==> src/rtl/prbs_pkg.sv <==
// PRBS-15 constants and helpers shared by the pattern generator and checker.
package prbs_pkg;

  localparam int unsigned PRBS_W = 15;
  localparam logic [PRBS_W-1:0] PRBS_SEED = 15'h7ABC;

  typedef enum logic {
    ST_SEED,
    ST_PRBS
  } chk_state_t;

  function automatic logic [PRBS_W-1:0] prbs_next(input logic [PRBS_W-1:0] s);
    return {s[13:0], s[14] ^ s[13]};
  endfunction

  function automatic logic [7:0] prbs_byte(input logic [PRBS_W-1:0] s);
    return {s[11:5], s[0]};
  endfunction

endpackage

==> src/rtl/prbs15_lfsr.sv <==
// 15-bit PRBS register with load/advance controls and a byte tap.
module prbs15_lfsr
  import prbs_pkg::*;
(
  input  logic              clk,
  input  logic              rst,
  input  logic              load,
  input  logic [PRBS_W-1:0] load_val,
  input  logic              advance,
  output logic [7:0]        byte_out
);

  logic [PRBS_W-1:0] lfsr;

  always_ff @(posedge clk or posedge rst) begin
    if (rst)          lfsr <= PRBS_SEED;
    else if (load)    lfsr <= load_val;
    else if (advance) lfsr <= prbs_next(lfsr);
  end

  assign byte_out = prbs_byte(lfsr);

endmodule

==> config.mk <==
export PLATFORM = sky130hd
export DESIGN_NAME = prbs15_lfsr
export DESIGN_NICKNAME = d
export VERILOG_FILES = /design/src/rtl/prbs_pkg.sv /design/src/rtl/prbs15_lfsr.sv
export SDC_FILE = /design/constraint.sdc
export NUM_CORES = 1
export LEC_CHECK = 0
export ABC_CLOCK_PERIOD_IN_PS = 1150
export BUFFER_PORTS_ARGS = -buffer_cell sky130_fd_sc_hd__buf_4
export CAP_MARGIN = 10
export CORE_UTILIZATION = 51
export CTS_BUF_LIST = sky130_fd_sc_hd__clkbuf_8
export CTS_CLUSTER_SIZE = 16
export DETAILED_ROUTE_END_ITERATION = 6
export PLACE_DENSITY_LB_ADDON = 0.08
export SYNTH_ARGS = -nofsm -noshare
export SYNTH_HDL_FRONTEND = slang
export SYNTH_SLANG_ARGS = --single-unit
==> constraint.sdc <==
create_clock -name clk -period 1.15 [get_ports clk]
set_input_delay 0.23 -clock clk [delete_from_list [all_inputs] [get_ports clk]]
set_output_delay 0.23 -clock clk [all_outputs]
set_load 0.01 [all_outputs]
======== Word level (Yosys, flattened, before mapping) ========
Index checks and enable logic that the tools add are counted.
word-level totals
  register bits after elaboration ......... 15
  latch bits .............................. 0
  memory bits (writable) .................. 0
  bits in read-only memories .............. 0
  logic and storage cells ................. 5
  memories kept ........................... 0
operators by class
  add/subtract/negate cells ............... 0
  multiply operators ...................... 0
  div/mod/pow operators ................... 0
  magnitude comparators ................... 0
  equal/unequal tests ..................... 0
  shift operators ......................... 0
  multiplexer cells ....................... 2
  bitwise logic cells ..................... 1
  reductions and logical operators ........ 1
operator list
  kind               number
  $mux 15            2
  $reduce_bool 2->1  1
  $xor 1x1->1        1

======== Longest topological paths before layout ========
  depth in word-level cells ............... 3
  mapped depth ............................ 4

======== Least setup slack after synthesis ========
No wires, ideal clock.
  path kind ............................... flip-flop to flip-flop
  start point ............................. register lfsr[13]
  end point ............................... register lfsr[0]
  library setup time ...................... 129 ps
  data arrival time ....................... 739 ps
  data required time ...................... 1021 ps
  path slack .............................. 283 ps
  cell stages (with the launch flop) ...... 3
  buffers on the path ..................... 0
  period minus slack after synthesis ...... 867 ps
  cell sequence ........................... dfstp_2 -> xnor2_1 -> o211ai_2
on the way
  longest elaborated chain between the ends .. 3
RTL lines
  item                      RTL line           source
  start: declaration        prbs15_lfsr.sv:13  logic [PRBS_W-1:0] lfsr;
  start signal: assignment  prbs15_lfsr.sv:17  else if (load) lfsr <= load_val;
  start signal: assignment  prbs15_lfsr.sv:18  else if (advance) lfsr <= prbs_next(lfsr);
  $xor 1x1->1               prbs_pkg.sv:13     return {s[13:0], s[14] ^ s[13]};
  $mux 15                   prbs15_lfsr.sv:18
  $mux 15                   prbs15_lfsr.sv:17
No other way between the ends. The select of a mux whose other input is x is not followed.
A chain may end at the register's enable or synchronous reset.

======== Worst setup path after layout ========
  start point ............................. register lfsr[7]
  end point ............................... output byte_out[3]
RTL lines
  item              RTL line           source
  end: declaration  prbs15_lfsr.sv:10  output logic [7:0] byte_out
No word-level cell between the ends.

==> reports/qor.txt <==
Internal power - 0.00100 W
FP Rows - 14
Met2 wire len - 612 um
Synthesized area - 821 sq um
Via density - 4.96
Routed len/inst - 11.6 um
Global route overflow - 0
Initial antenna violation count - 0
Synth Warn # - 0
Post-synthesis sequential area ratio - 47.3%
Placed Cells - 107
Xor/xnor share of the synthesized area - 1.07%
Setup WS pre-CTS - 0.184 ns
Synth Area in Compound Gates - 12.3%
Clk_skew - 0.00276 ns
Met1 wire length - 613 um
Final setup fails - 0
Clock Power Share - 30.1%
Area share of fa/ha/maj cells after synthesis - 0%
Clock Latency Late Sink - 0.24 ns
Synthesis-to-finish area growth - 23.9%
Switching share of power - 24.5%
Worst hold-check path type - in -> reg
Syn_area_per_cell - 10.8 sq um
Worst VDD drop - 0.00103 V
WP data required - 0.92 ns
Top sig layer - met4
Initial DRC count - 11
Post-Syn Nets - 95
Initial core utilization - 54.5%
CTS tree - done
Final Hold Fails - 0
Arrival time worst endpoint - 0.89 ns
Share of layout cells above drive strength 1 - 49.5%
Lkg Pwr - 0.498 nW
CTS Buf Count - 3
Largest registers - lfsr x15
Width of the die - 42.1 um
Die Area - 1770 sq um
Period utilisation layout - 97.7%
Slowest CP cell - dfstp_2
Simple logic cell fraction of the synthesized area - 8.69%
Metal3 WL - 68 um
Layout fillers - 124
Max-Cap Viols - 0
Diode count - 0
Utilization after layout - 67.5%
Core ar. - 1510 sq um
GPL Wtd Cong - 0.686
PortBufs - 26
FF+latch count, synth - 15
Top reg by flops - lfsr
Setup crit start kind - flop
Number of global-route vias before repair - 551
Critical path cell sequence - buf_6
Die height - 42.1 um
Final wirelength - 1310 um
GRT Overall Usage - 17.6%
Vias - 561
Synth cell types - 16
Seq pwr share - 49.2%
Flip-flop count of the largest register after layout - 15
Setup ws final - 0.0264 ns
First-pass GRT wire length - 2310 um
Crit end category - output port
Largest net degree at the start of global routing - 18
Psw - 0.000326 W
Max stage delay on crit path - 0.55 ns
Fin nets - 117
Clk sink count - 15
Io pins - 27
TNS Setup - 0 ns
Multiplexer area fraction after synthesis - 17.1%
Final Non-Filler Cells - 113
Main combinational cell family by area after synthesis - multiplexers
Logic pwr share - 20.7%
Worst path top cell family by delay - flip-flops
Worst-path maximum fanout - 3
Worst-Margin Slew - 0.247 ns
RSZ-0062 raised after global routing - yes
Fmax - 890 MHz
Commonest non-fill, non-tap cell in the layout - buf_4
Status - finished, final reports clean
Slew Limit Headroom - 83.6%
DRC - 0
Number of routed nets with antenna violations - 0
Slew Limit Fails - 0
Synth Instances - 76
Clock Tree Buf Depth - 2
Clk slew on worst S/H paths - 0.06 ns
Most frequent cells in the layout - buf_4 (26), nand2_1 (15), mux2i_1 (14)
Root Buffer - clkbuf_8
Crit Path Category - reg -> out
Minimum clock period - 1.12 ns
Worst Path Buf+Inv - 1
H-tree levels - 1
Power Density - 1310 nW/um^2
Detailed-router iteration count before antenna repair - 4
## cell families (layout without fill, tap and decap cells)
logic type                Yosys count  in the layout
muxes                              14             14
DFF                                15             15
buffers and inverters              14             35
AOI/OAI and AO/OA                  15             15
and+or+nand+nor                    17             17
xor gates and xnor gates            1              1
## timing repair
| action | in CTS | in global routing |
|---|---|---|
| setup buffers | 0 | 1 |
| endpoints found under the hold margin | 5 | 0 |
| hold buffers | 1 | 0 |
| endpoints found under the setup margin | 0 | 3 |
| gates resized for setup | 0 | 3 |
## power by group through the flow
stage | Sequential (W) | Combinational [W] | Clock [W]
6_report | 0.000654 | 0.000275 | 0.000401
2_1_floorplan | 0.000647 | 0.000205 | 0
3_5_place_dp | 0.000660 | 0.000264 | 0
5_1_grt | 0.000663 | 0.000303 | 0.000448
3_3_place_gp | 0.000658 | 0.000258 | 0
4_1_cts | 0.000652 | 0.000267 | 0.000425
## synth_stat cells
cell,number,area [sq um]
mux2i_1,14,140
buf_2,2,10.0
o211ai_2,1,12.5
buf_6,2,22.5
nand2_1,15,56.3
nand2b_1,1,6.26
dfrtp_1,5,125
o21ai_2,5,43.8
inv_1,1,3.75
o21ai_1,5,25.0
buf_4,8,60.1
or3b_1,1,8.76
buf_8,1,15.0
o21ai_0,4,20.0
xnor2_1,1,8.76
dfstp_2,10,263
## worst paths after layout
kind                                       from                    to  slack (ns)  cells past startpoint
min                                 load_val[9]   lfsr[9]$_DFFE_PP1P_        0.20                      3
max in group asynchronous                   rst  lfsr[14]$_DFFE_PP1P_        0.36                      4
max                         lfsr[7]$_DFFE_PP1P_           byte_out[3]        0.03                      1
min in group asynchronous                   rst   lfsr[6]$_DFFE_PP0P_        0.54                      4
min reg2reg                 lfsr[4]$_DFFE_PP1P_   lfsr[4]$_DFFE_PP1P_        0.56                      2
max reg2reg                lfsr[11]$_DFFE_PP1P_  lfsr[12]$_DFFE_PP1P_        0.25                      3
## cell type report
cell class                 count  area (sq um)  area share [%]
inverter                       1          3.75           0.369
timing repair buffer          30           239            23.5
sequential                    15           388            38.1
clock inverter                 1          3.75           0.369
multi-input combinational     47           322            31.6
clock buffer                   3          41.3            4.06
tap                           16          20.0            1.97
## routing by layer
metal | global-route usage (%) | up-vias
met5 | 0 | -
met4 | 9.38 | 0
met3 | 3.88 | 2
met2 | 28.1 | 14
met1 | 22.3 | 255
li1 | - | 290
## through the flow
step | hold slack [ns] | total power (W) | cell area [sq um]
after detailed placement | 0.250 | 0.000923 | 943
after global routing | 0.194 | 0.00141 | 1020
final | 0.195 | 0.00133 | 1020
after global placement | 0.247 | 0.000917 | 943
after CTS | 0.189 | 0.00134 | 998
after floorplan | 0.124 | 0.000852 | 821
Power figures use the tool's default switching activity.
